[config.mk]
export PLATFORM = sky130hd
export DESIGN_NAME = flow_meter_emulator_flat
export DESIGN_NICKNAME = d
export VERILOG_FILES = /design/src/rtl/flow_meter_emulator_if.sv /design/src/rtl/flow_meter_emulator.sv /design/src/flat_wrapper.sv
export SDC_FILE = /design/constraint.sdc
export NUM_CORES = 1
export LEC_CHECK = 0
export ABC_AREA = 1
export BUFFER_PORTS_ARGS = -buffer_cell sky130_fd_sc_hd__buf_2
export CAP_MARGIN = 30
export CORE_MARGIN = 2
export CORE_UTILIZATION = 54
export DETAILED_ROUTE_END_ITERATION = 10
export PLACE_DENSITY = 0.79
export SYNTH_ARGS = -nofsm -noshare
export SYNTH_HDL_FRONTEND = slang
export SYNTH_SLANG_ARGS = --single-unit
[constraint.sdc]
create_clock -name clk -period 1.9 [get_ports clk]
set_input_delay 0.57 -clock clk [delete_from_list [all_inputs] [get_ports clk]]
set_output_delay 0.57 -clock clk [all_outputs]
set_load 0.03 [all_outputs]
[src/rtl/flow_meter_emulator_if.sv]
// Control and observation bundle between the irrigation controller side and the flow-meter emulator.
// The master drives valve/enable/configuration; the slave (emulator) returns the raw pulse and its status.
interface flow_meter_emulator_if #(
    parameter int GAP_WIDTH    = 8,
    parameter int HIGH_WIDTH   = 8,
    parameter int BOUNCE_WIDTH = 3,
    parameter int CNT_WIDTH    = 6
);
    logic                    enable;
    logic                    valve_on;
    logic                    flow_boost_on;
    logic [GAP_WIDTH-1:0]    gap_cycles;
    logic [HIGH_WIDTH-1:0]   high_cycles;
    logic [BOUNCE_WIDTH-1:0] bounce_n;
    logic                    count_clear;
    logic                    flow_pulse_raw;
    logic [CNT_WIDTH-1:0]    pulse_count;
    logic                    busy;

    modport master (
        output enable, valve_on, flow_boost_on, gap_cycles, high_cycles, bounce_n, count_clear,
        input  flow_pulse_raw, pulse_count, busy
    );

    modport slave (
        input  enable, valve_on, flow_boost_on, gap_cycles, high_cycles, bounce_n, count_clear,
        output flow_pulse_raw, pulse_count, busy
    );
endinterface

[src/rtl/flow_meter_emulator.sv]
// Flow-sensor model: emits gap / bouncy-rise / high / bouncy-fall meter pulses while the valve is open.
// Latency: first raw rise eff_gap+1 cycles after enable&&valve_on is sampled; no backpressure (free-running source).
module flow_meter_emulator #(
    parameter int GAP_WIDTH    = 8,
    parameter int HIGH_WIDTH   = 8,
    parameter int BOUNCE_WIDTH = 3,
    parameter int CNT_WIDTH    = 6
) (
    input  logic                  clk,
    input  logic                  rst,
    flow_meter_emulator_if.slave  bus
);
    localparam int BW2 = BOUNCE_WIDTH + 1;
    localparam int CW0 = (GAP_WIDTH > HIGH_WIDTH) ? GAP_WIDTH : HIGH_WIDTH;
    localparam int CW  = (CW0 > BW2) ? CW0 : BW2;
    localparam logic [CW-1:0] CNT_ONE = CW'(1);

    typedef enum logic [2:0] {
        IDLE   = 3'd0,
        GAP    = 3'd1,
        RISE_B = 3'd2,
        HIGH   = 3'd3,
        FALL_B = 3'd4
    } state_t;

    state_t                  state;
    state_t                  nxt;
    logic [CW-1:0]           cnt;
    logic [CW-1:0]           cnt_nxt;
    logic [HIGH_WIDTH-1:0]   high_lat;
    logic [BOUNCE_WIDTH-1:0] bounce_lat;
    logic                    latch_cfg;
    logic                    raw_d;
    logic                    finish;
    logic                    go;

    logic                    raw_q;
    logic                    busy_q;
    logic [CNT_WIDTH-1:0]    count_q;

    logic [GAP_WIDTH-1:0]    gap_eff;
    logic [CW-1:0]           gap_load;
    logic [CW-1:0]           high_in_load;
    logic [CW-1:0]           high_lat_load;
    logic [CW-1:0]           bounce_in_load;
    logic [CW-1:0]           bounce_lat_load;

    // Phase counters are loaded with length-1 and count down to zero; zero lengths clamp to one cycle.
    always_comb begin
        gap_eff         = bus.flow_boost_on ? (bus.gap_cycles >> 1) : bus.gap_cycles;
        gap_load        = (gap_eff == '0) ? '0 : CW'(gap_eff - GAP_WIDTH'(1));
        high_in_load    = (bus.high_cycles == '0) ? '0 : CW'(bus.high_cycles - HIGH_WIDTH'(1));
        high_lat_load   = (high_lat == '0) ? '0 : CW'(high_lat - HIGH_WIDTH'(1));
        bounce_in_load  = CW'({bus.bounce_n, 1'b0} - BW2'(1));
        bounce_lat_load = CW'({bounce_lat, 1'b0} - BW2'(1));
    end

    always_ff @(posedge clk or posedge rst) begin
        if (rst) begin
            state <= IDLE;
            cnt   <= '0;
        end else begin
            state <= nxt;
            cnt   <= cnt_nxt;
        end
    end

    always_comb begin
        nxt       = state;
        cnt_nxt   = cnt;
        raw_d     = 1'b0;
        finish    = 1'b0;
        latch_cfg = 1'b0;
        go        = bus.enable && bus.valve_on;

        case (state)
            IDLE: begin
                if (go) begin
                    nxt     = GAP;
                    cnt_nxt = gap_load;
                end
            end
            GAP: begin
                if (!bus.valve_on) begin
                    nxt     = IDLE;
                    cnt_nxt = '0;
                end else if (cnt == '0) begin
                    latch_cfg = 1'b1;
                    if (bus.bounce_n == '0) begin
                        nxt     = HIGH;
                        cnt_nxt = high_in_load;
                    end else begin
                        nxt     = RISE_B;
                        cnt_nxt = bounce_in_load;
                    end
                end else begin
                    cnt_nxt = cnt - CNT_ONE;
                end
            end
            RISE_B: begin
                // Count starts odd, so the first bounce cycle is high.
                raw_d = cnt[0];
                if (cnt == '0) begin
                    nxt     = HIGH;
                    cnt_nxt = high_lat_load;
                end else begin
                    cnt_nxt = cnt - CNT_ONE;
                end
            end
            HIGH: begin
                raw_d = 1'b1;
                if (cnt == '0) begin
                    if (bounce_lat == '0) begin
                        finish = 1'b1;
                    end else begin
                        nxt     = FALL_B;
                        cnt_nxt = bounce_lat_load;
                    end
                end else begin
                    cnt_nxt = cnt - CNT_ONE;
                end
            end
            FALL_B: begin
                raw_d = ~cnt[0];
                if (cnt == '0) begin
                    finish = 1'b1;
                end else begin
                    cnt_nxt = cnt - CNT_ONE;
                end
            end
            default: begin
                nxt     = IDLE;
                cnt_nxt = '0;
            end
        endcase

        if (finish) begin
            if (go) begin
                nxt     = GAP;
                cnt_nxt = gap_load;
            end else begin
                nxt     = IDLE;
                cnt_nxt = '0;
            end
        end

        // Disable aborts from any state; a partial pulse is dropped uncounted.
        if (!bus.enable) begin
            nxt     = IDLE;
            cnt_nxt = '0;
            raw_d   = 1'b0;
            finish  = 1'b0;
        end
    end

    always_ff @(posedge clk or posedge rst) begin
        if (rst) begin
            high_lat   <= '0;
            bounce_lat <= '0;
        end else if (latch_cfg) begin
            high_lat   <= bus.high_cycles;
            bounce_lat <= bus.bounce_n;
        end
    end

    always_ff @(posedge clk or posedge rst) begin
        if (rst) begin
            raw_q   <= 1'b0;
            busy_q  <= 1'b0;
            count_q <= '0;
        end else begin
            raw_q  <= raw_d;
            busy_q <= (nxt != IDLE);
            if (bus.count_clear) begin
                count_q <= '0;
            end else if (finish && (count_q != '1)) begin
                count_q <= count_q + CNT_WIDTH'(1);
            end
        end
    end

    assign bus.flow_pulse_raw = raw_q;
    assign bus.busy           = busy_q;
    assign bus.pulse_count    = count_q;
endmodule

[src/flat_wrapper.sv]
// flat-port wrapper written by rule: the top's interface ports become plain ports
module flow_meter_emulator_flat 
#(
    parameter int GAP_WIDTH    = 8,
    parameter int HIGH_WIDTH   = 8,
    parameter int BOUNCE_WIDTH = 3,
    parameter int CNT_WIDTH    = 6
)
  (clk, rst, bus_enable, bus_valve_on, bus_flow_boost_on, bus_gap_cycles, bus_high_cycles, bus_bounce_n, bus_count_clear, bus_flow_pulse_raw, bus_pulse_count, bus_busy);
  flow_meter_emulator_if #(.GAP_WIDTH(GAP_WIDTH), .HIGH_WIDTH(HIGH_WIDTH), .BOUNCE_WIDTH(BOUNCE_WIDTH), .CNT_WIDTH(CNT_WIDTH)) bus_i ();
  input  logic clk;
  input  logic rst;
  input wire logic [$bits(bus_i.enable)-1:0] bus_enable;
  input wire logic [$bits(bus_i.valve_on)-1:0] bus_valve_on;
  input wire logic [$bits(bus_i.flow_boost_on)-1:0] bus_flow_boost_on;
  input wire logic [$bits(bus_i.gap_cycles)-1:0] bus_gap_cycles;
  input wire logic [$bits(bus_i.high_cycles)-1:0] bus_high_cycles;
  input wire logic [$bits(bus_i.bounce_n)-1:0] bus_bounce_n;
  input wire logic [$bits(bus_i.count_clear)-1:0] bus_count_clear;
  output wire logic [$bits(bus_i.flow_pulse_raw)-1:0] bus_flow_pulse_raw;
  output wire logic [$bits(bus_i.pulse_count)-1:0] bus_pulse_count;
  output wire logic [$bits(bus_i.busy)-1:0] bus_busy;
  assign bus_i.enable = bus_enable;
  assign bus_i.valve_on = bus_valve_on;
  assign bus_i.flow_boost_on = bus_flow_boost_on;
  assign bus_i.gap_cycles = bus_gap_cycles;
  assign bus_i.high_cycles = bus_high_cycles;
  assign bus_i.bounce_n = bus_bounce_n;
  assign bus_i.count_clear = bus_count_clear;
  assign bus_flow_pulse_raw = bus_i.flow_pulse_raw;
  assign bus_pulse_count = bus_i.pulse_count;
  assign bus_busy = bus_i.busy;
  flow_meter_emulator #(.GAP_WIDTH(GAP_WIDTH), .HIGH_WIDTH(HIGH_WIDTH), .BOUNCE_WIDTH(BOUNCE_WIDTH), .CNT_WIDTH(CNT_WIDTH)) u_core (.clk(clk), .rst(rst), .bus(bus_i));
endmodule
Word-level counts from Yosys, hierarchy flattened
Index checks and enable logic that the tools add are counted.
- output and inout bits: 8
- word-level logic and storage cells: 73
- bits of input ports: 25
- register bits: 30
- $add $sub $neg: 7
- bitwise operators: 1
- equal/unequal tests: 8
- reduce and logical (&&, ||, !) cells: 12
- mux-type cells: 38
- operator list (operator ; count):
    $mux 8 ; 15
    $pmux 8 s5 ; 1
    $logic_not 8->1 ; 4
    $sub 8x1->8 const B ; 4
    $mux 3 ; 8
    $pmux 3 s5 ; 1
    $mux 6 ; 2
    $sub 4x1->5 const B ; 2
    $logic_not 3->1 ; 3
    $mux 1 ; 9
    $add 6x1->6 const B ; 1
    $eq 3x2->1 const B ; 2
    $ne 6x6->1 const B ; 1
    $ne 5x5->1 const B ; 1
    $ne 4x2->1 const B ; 1
    $ne 4x4->1 const B ; 1
    $eq 3x1->1 const B ; 1
    $eq 3x3->1 const B ; 1
    $pmux 1 s3 ; 1
    $reduce_and 3->1 ; 1
    $reduce_bool 3->1 ; 1
    $logic_and 1x1->1 ; 2
    $pmux 1 s2 ; 1
    $reduce_bool 2->1 ; 1
    $not 1->1 ; 1

Longest topological paths before layout
- depth after elaboration: 8
- mapped depth: 16

Least setup slack after synthesis
No wires, ideal clock.
- path type: input-to-reg
- start: in bus_flow_boost_on
- end: reg u_core.cnt[0]
- buffers on the path: 2
- setup slack: -164 ps
- data arrival time: 1999 ps
- data required time: 1835 ps
- stages on the path: 15
- library setup time: 65 ps
- path through: buf_4 -> inv_6 -> o21ai_0 -> inv_1 -> ha_1 -> inv_1 -> nor2_1 -> nand3_1 -> buf_4 -> nand2_1 -> o21ai_0 -> nand2_1 -> inv_1 -> nand2_1 -> nand2_1
- word-level cells in the longest chain between the ends: 7
- elaborated cells on any way between the ends: 9
- those cells by class: 1 x add/sub; 7 x mux; 1 x reduce/logical
- RTL lines (item ; line ; source):
    start: declaration ; flat_wrapper.sv:15 ; input wire logic [$bits(bus_i.flow_boost_on)-1:0] bus_flow_boost_on;
    $mux 8 (*) ; flow_meter_emulator.sv:50 ; gap_eff = bus.flow_boost_on ? (bus.gap_cycles >> 1) : bus.gap_cycles;
    $sub 8x1->8 / $logic_not 8->1 (equally long branches) ; flow_meter_emulator.sv:51 ; gap_load = (gap_eff == '0) ? '0 : CW'(gap_eff - GAP_WIDTH'(1));
    $mux 8 (*) ; flow_meter_emulator.sv:51 ;
    $mux 8 ; flow_meter_emulator.sv:78 ; if (go) begin
    $pmux 8 s5 ; flow_meter_emulator.sv:76 ; case (state)
    $mux 8 (*) ; flow_meter_emulator.sv:137 ; if (finish) begin
    $mux 8 (*) ; flow_meter_emulator.sv:148 ; if (!bus.enable) begin
    end signal: assignment ; flow_meter_emulator.sv:64 ; cnt <= cnt_nxt;
    end: declaration ; flow_meter_emulator.sv:28 ; logic [CW-1:0] cnt;
Mark *: on every way between the ends. The rest lies on a longest branch, timed or not. The select of a mux whose other input is x is not followed.
A chain may end at the register's enable or synchronous reset.

Worst setup path in the final report
- start: reg u_core.cnt[2]
- end: reg u_core.cnt[4]
- word-level cells in the longest chain between the ends: 6
- elaborated cells on any way between the ends: 17
- those cells by class: 1 x add/sub; 3 x eq/ne; 11 x mux; 2 x reduce/logical
- RTL lines (item ; line ; source):
    $sub 8x1->8 / $logic_not 8->1 (equally long branches) ; - ;
    $mux 8 ; flow_meter_emulator.sv:87 ; end else if (cnt == '0) begin
    $mux 8 ; flow_meter_emulator.sv:84 ; if (!bus.valve_on) begin
    $pmux 8 s5 ; flow_meter_emulator.sv:76 ;
    $mux 8 ; flow_meter_emulator.sv:137 ;
    $mux 8 ; flow_meter_emulator.sv:148 ;
Parallel ways exist; a longest one is shown, timed or not. The select of a mux whose other input is x is not followed.

==> impl_metrics.xml <==
<?xml version="1.0" encoding="UTF-8"?>
<metrics>
  <group name="run_status">
    <metric name="result_of_the_run" unit="">finished with violations</metric>
    <metric name="failing_checks" unit="">negative setup slack</metric>
  </group>
  <group name="worst_setup_path">
    <metric name="rr_worst_depth" unit="">12</metric>
    <metric name="arrival" unit="ns">2.12</metric>
    <metric name="flop2flop_setup_slack" unit="ns">-0.04</metric>
    <metric name="regToRegEndpoint" unit="">u_core.cnt[4]$_DFFE_PP0P_</metric>
    <metric name="start_kind" unit="">flop</metric>
    <metric name="cpMaxStageDelayCell" unit="">dfrtp_1</metric>
    <metric name="crit_fanout" unit="">8</metric>
    <metric name="worstSetupStartpoint" unit="">u_core.cnt[2]$_DFFE_PP0P_</metric>
    <metric name="worst_ep_required_time" unit="ns">2.08</metric>
    <metric name="crit_type" unit="">flop to flop</metric>
    <metric name="critical_path.max_stage_delay" unit="ns">0.45</metric>
    <metric name="ordered_list_of_cells_on_the_worst_path" unit="">nor2_2, nand2_1, nor2_4, nand3_4, nor2_4, inv_2, nand2_4, inv_4, nand2_4, clkinvlp_4, nand2_2, nand2_1</metric>
    <metric name="endpoint_kind" unit="">flop</metric>
    <metric name="r2r-start" unit="">u_core.cnt[2]$_DFFE_PP0P_</metric>
  </group>
  <group name="finish">
    <metric name="summed_area_of_non_filler_cells_in_the_final_layout" unit="µm²">3910</metric>
    <metric name="diodes" unit="">0</metric>
    <metric name="finish.cell_count_without_fillers" unit="">674</metric>
    <metric name="final_nets" unit="">640</metric>
    <metric name="syn2layout_area_growth" unit="%">33.9</metric>
    <metric name="fillers" unit="">398</metric>
    <metric name="layout-drive-gt1-share" unit="%">27.2</metric>
  </group>
  <group name="pwr">
    <metric name="post-layout-total-power" unit="mW">3.29</metric>
    <metric name="pwr_density_cell" unit="nW/µm²">841</metric>
    <metric name="irDropWorstVdd" unit="mV">0.565</metric>
    <metric name="pleak" unit="nW">2.16</metric>
  </group>
  <group name="timing">
    <metric name="timing.final.hold_violations" unit="">0</metric>
    <metric name="final.setup_skew" unit="ns">0.00278</metric>
    <metric name="setup_viol_count_final" unit="">8</metric>
    <metric name="min_period" unit="ns">1.94</metric>
    <metric name="final-max-slew-violation-count" unit="">0</metric>
    <metric name="worst-slew-pin-transition" unit="ns">0.410</metric>
    <metric name="max-slew-margin-rel" unit="%">72.6</metric>
    <metric name="grt_setup_unrepaired" unit="">true</metric>
    <metric name="setup_total_neg_slack" unit="ns">-0.213</metric>
    <metric name="final.setup.worst_slack" unit="ns">-0.0423</metric>
    <metric name="finalCritPeriodShare" unit="%">102</metric>
    <metric name="max_freq" unit="MHz">515</metric>
  </group>
  <group name="yosys">
    <metric name="synth-edff-count" unit="">0</metric>
    <metric name="synth.top_cells.by_count" unit="">171 x nand2_1, 80 x inv_1, 57 x nand3_1</metric>
    <metric name="synth-seq-cells" unit="">30</metric>
    <metric name="synth_top_cell_area_share" unit="%">25.7</metric>
    <metric name="postSynthCellCount" unit="">496</metric>
    <metric name="synth_sequential_area_ratio" unit="%">25.7</metric>
    <metric name="post_synth_main_area_contributors" unit="">dfrtp_1 26%, nand2_1 22%, inv_1 10%, nand3_1 9.8%, o21ai_0 5.8%</metric>
    <metric name="synth_top_area_cell" unit="">dfrtp_1</metric>
    <metric name="asyncSetResetFlopFracSynth" unit="%">100</metric>
    <metric name="syn_nets" unit="">533</metric>
    <metric name="synth.distinct_cells" unit="">29</metric>
    <metric name="yosys.cell_count.top_type" unit="">nand2_1</metric>
    <metric name="post_synth.cell_area_avg" unit="µm²">5.88</metric>
    <metric name="syn-cell-area" unit="µm²">2920</metric>
    <metric name="synth-main-ff-cell" unit="">dfrtp_1</metric>
    <metric name="ys_warn_count" unit="">0</metric>
  </group>
  <group name="drt">
    <metric name="avgRoutedWirePerCell" unit="µm">13.1</metric>
    <metric name="drt-total-wl" unit="µm">8860</metric>
    <metric name="num_vias" unit="">3599</metric>
    <metric name="antenna_violating_nets_remaining" unit="">0</metric>
    <metric name="drt_drc_violations_left" unit="">0</metric>
    <metric name="initialDrtViolationCount" unit="">276</metric>
    <metric name="routed_via_count_divided_by_cell_count" unit="">5.34</metric>
    <metric name="drt_pass1_iterations" unit="">5</metric>
  </group>
  <group name="die">
    <metric name="dieWidth" unit="µm">77.5</metric>
    <metric name="placementRows" unit="">26</metric>
    <metric name="ioPinCount" unit="">33</metric>
    <metric name="initial_utilization" unit="%">56.4</metric>
    <metric name="design.die.area" unit="µm²">6010</metric>
    <metric name="floorplan.core_area" unit="µm²">5170</metric>
    <metric name="die_h" unit="µm">77.5</metric>
  </group>
  <group name="cts">
    <metric name="num_cts_buffers" unit="">5</metric>
    <metric name="clk_pin_slew" unit="ns">0.07</metric>
    <metric name="cts.sinks" unit="">30</metric>
    <metric name="clock_latency" unit="ns">0.29</metric>
    <metric name="number_of_buffers_inserted_by_hold_repair_at_cts" unit="">0</metric>
    <metric name="clock-root-buffer" unit="">clkbuf_8</metric>
    <metric name="maximum_root_to_sink_buffer_count" unit="">2</metric>
    <metric name="cts_tree" unit="">done</metric>
    <metric name="cts_htree_levels" unit="">2</metric>
  </group>
  <group name="global_routing">
    <metric name="global_route.usage.met1" unit="%">34.3</metric>
    <metric name="groute.layer.met2.usage" unit="%">52.1</metric>
    <metric name="grt_start_max_net_pins" unit="">31</metric>
    <metric name="grt_first_pass_wirelength" unit="µm">14100</metric>
    <metric name="grt_overflow_total" unit="">0</metric>
    <metric name="grt_util_all_layers" unit="%">28.4</metric>
    <metric name="grt_antenna_before_repair" unit="">0</metric>
    <metric name="global_route.peak_usage_layer" unit="">met2</metric>
    <metric name="grt_pass1_vias" unit="">3329</metric>
    <metric name="groute.layer.met3.usage" unit="%">3.37</metric>
  </group>
  <group name="place">
    <metric name="final_estimated_routing_congestion_in_global_placement" unit="">0.931</metric>
    <metric name="dp_hpwl" unit="µm">6420</metric>
    <metric name="detailed_place.area" unit="µm²">3580</metric>
    <metric name="place.port_buffers" unit="">32</metric>
    <metric name="place_inst" unit="">651</metric>
  </group>
  <group name="min_path">
    <metric name="hp-class" unit="">input pin to async pin</metric>
  </group>
  <group name="job">
    <metric name="drv.max_cap_violation_count" unit="">0</metric>
  </group>
</metrics>
-- area by class of cell --
cell class	count	area, µm²	area share [%]
multi-input combinational	374	1920	49.0
sequential	30	751	19.2
timing repair buffer	107	729	18.7
inverter	85	333	8.52
tap	70	87.6	2.24
clock buffer	7	86.3	2.21
clock inverter	1	5.00	0.128
-- metrics by stage --
stage | util [%] | worst slack, ns | hold WS (ns)
finish | 75.5 | -0.0423 | 0.350
floorplan | - | 0.0218 | 0.453
global placement | 69.2 | -0.151 | 0.469
detailed placement | 69.2 | -0.189 | 0.480
CTS | 71.1 | 0.00456 | 0.373
global route | 75.5 | -0.145 | 0.388
-- metal layers --
metal | up-vias | routed length, µm | share of wire, %
met5 | - | 0 | 0
met4 | 0 | 275 | 3.1
met1 | 1621 | 3670 | 41
li1 | 1774 | - | -
met3 | 40 | 526 | 5.9
met2 | 164 | 4390 | 50
-- kinds of logic (layout without fill, tap and decap cells) --
group / count (synthesis) / after routing / synth area share (%)
AO/OA/AOI/OAI: 46 / 46 / 8.19
XOR/XNOR: 10 / 10 / 3.00
adder cells (fa/ha/maj): 12 / 12 / 5.15
buffers and inverters: 92 / 200 / 12.4
flip-flops: 30 / 30 / 25.7
AND/OR/NAND/NOR: 306 / 306 / 45.5
-- cell usage in the layout, fill, tap and decap left out --
| cell | netlist | routed |
|---|---|---|
| nor2_2 | 3 | 7 |
| nand2_4 | 1 | 2 |
| nor3_1 | 4 | 3 |
| ha_4 | 0 | 3 |
| buf_2 | 1 | 31 |
| inv_1 | 80 | 71 |
| nor4_1 | 1 | 1 |
| a21oi_1 | 7 | 7 |
| ha_2 | 0 | 1 |
| clkbuf_8 | 0 | 6 |
| or2_2 | 4 | 4 |
| nand2_2 | 3 | 6 |
| inv_2 | 4 | 10 |
| buf_4 | 3 | 75 |
| o31ai_1 | 1 | 1 |
| o21ai_2 | 1 | 3 |
| xnor2_1 | 4 | 4 |
| nor2_4 | 2 | 3 |
| clkbuf_1 | 3 | 1 |
| xor2_1 | 6 | 6 |
| nand4_1 | 13 | 13 |
| inv_6 | 1 | 1 |
| o21ai_0 | 34 | 30 |
| nand2_1 | 171 | 167 |
| dfrtp_1 | 30 | 30 |
| nand3_1 | 57 | 54 |
| nor3_2 | 0 | 1 |
| inv_4 | 0 | 2 |
| nand3_4 | 1 | 1 |
| nand3_2 | 1 | 4 |
| ha_1 | 12 | 8 |
| clkinv_2 | 0 | 1 |
| clkinvlp_4 | 0 | 1 |
| buf_6 | 0 | 1 |
| nor2_1 | 45 | 40 |
| o21ai_4 | 0 | 1 |
| o21ai_1 | 1 | 2 |
| a31oi_1 | 2 | 2 |
-- power by group --
group | internal [mW] | total [mW] | switching (mW) | leakage, nW
sequential | 0.777 | 0.918 | 0.141 | 0.401
clock | 0.292 | 0.552 | 0.260 | 0.0482
combinational | 0.766 | 1.82 | 1.05 | 1.71
total | 1.84 | 3.29 | 1.45 | 2.16
-- state kept, by name (all words and copies together), names as in the netlist --
name,flops
u_core.bus.pulse_count,6
u_core.cnt,8
u_core.bounce_lat,3
u_core.bus.flow_pulse_raw,1
u_core.high_lat,8
u_core.bus.busy,1
u_core.state,3
-- critical path, delay by kind of cell, from the launching register on --
family	cells	cell delay, ns
simple gates	9	1.06
flops	1	0.45
buf+inv	3	0.32
-- timing repair --
item                                    CTS  global route
resized for setup                         3            38
endpoints found under the setup margin    8            23
setup buffers                             0            15
pin swaps                                 2            17
endpoints found under the hold margin     0             0
-- worst max-delay path by stage --
| stage | end | slack [ns] |
|---|---|---|
| floorplan | u_core.cnt[1]$_DFFE_PP0P_ | 0.02 |
| global route | u_core.cnt[1]$_DFFE_PP0P_ | -0.14 |
| CTS | u_core.cnt[3]$_DFFE_PP0P_ | 0.005 |
| global placement | u_core.cnt[2]$_DFFE_PP0P_ | -0.15 |
| finish | u_core.cnt[4]$_DFFE_PP0P_ | -0.04 |
| detailed placement | u_core.cnt[2]$_DFFE_PP0P_ | -0.19 |
(Power assumes the default switching activity.)
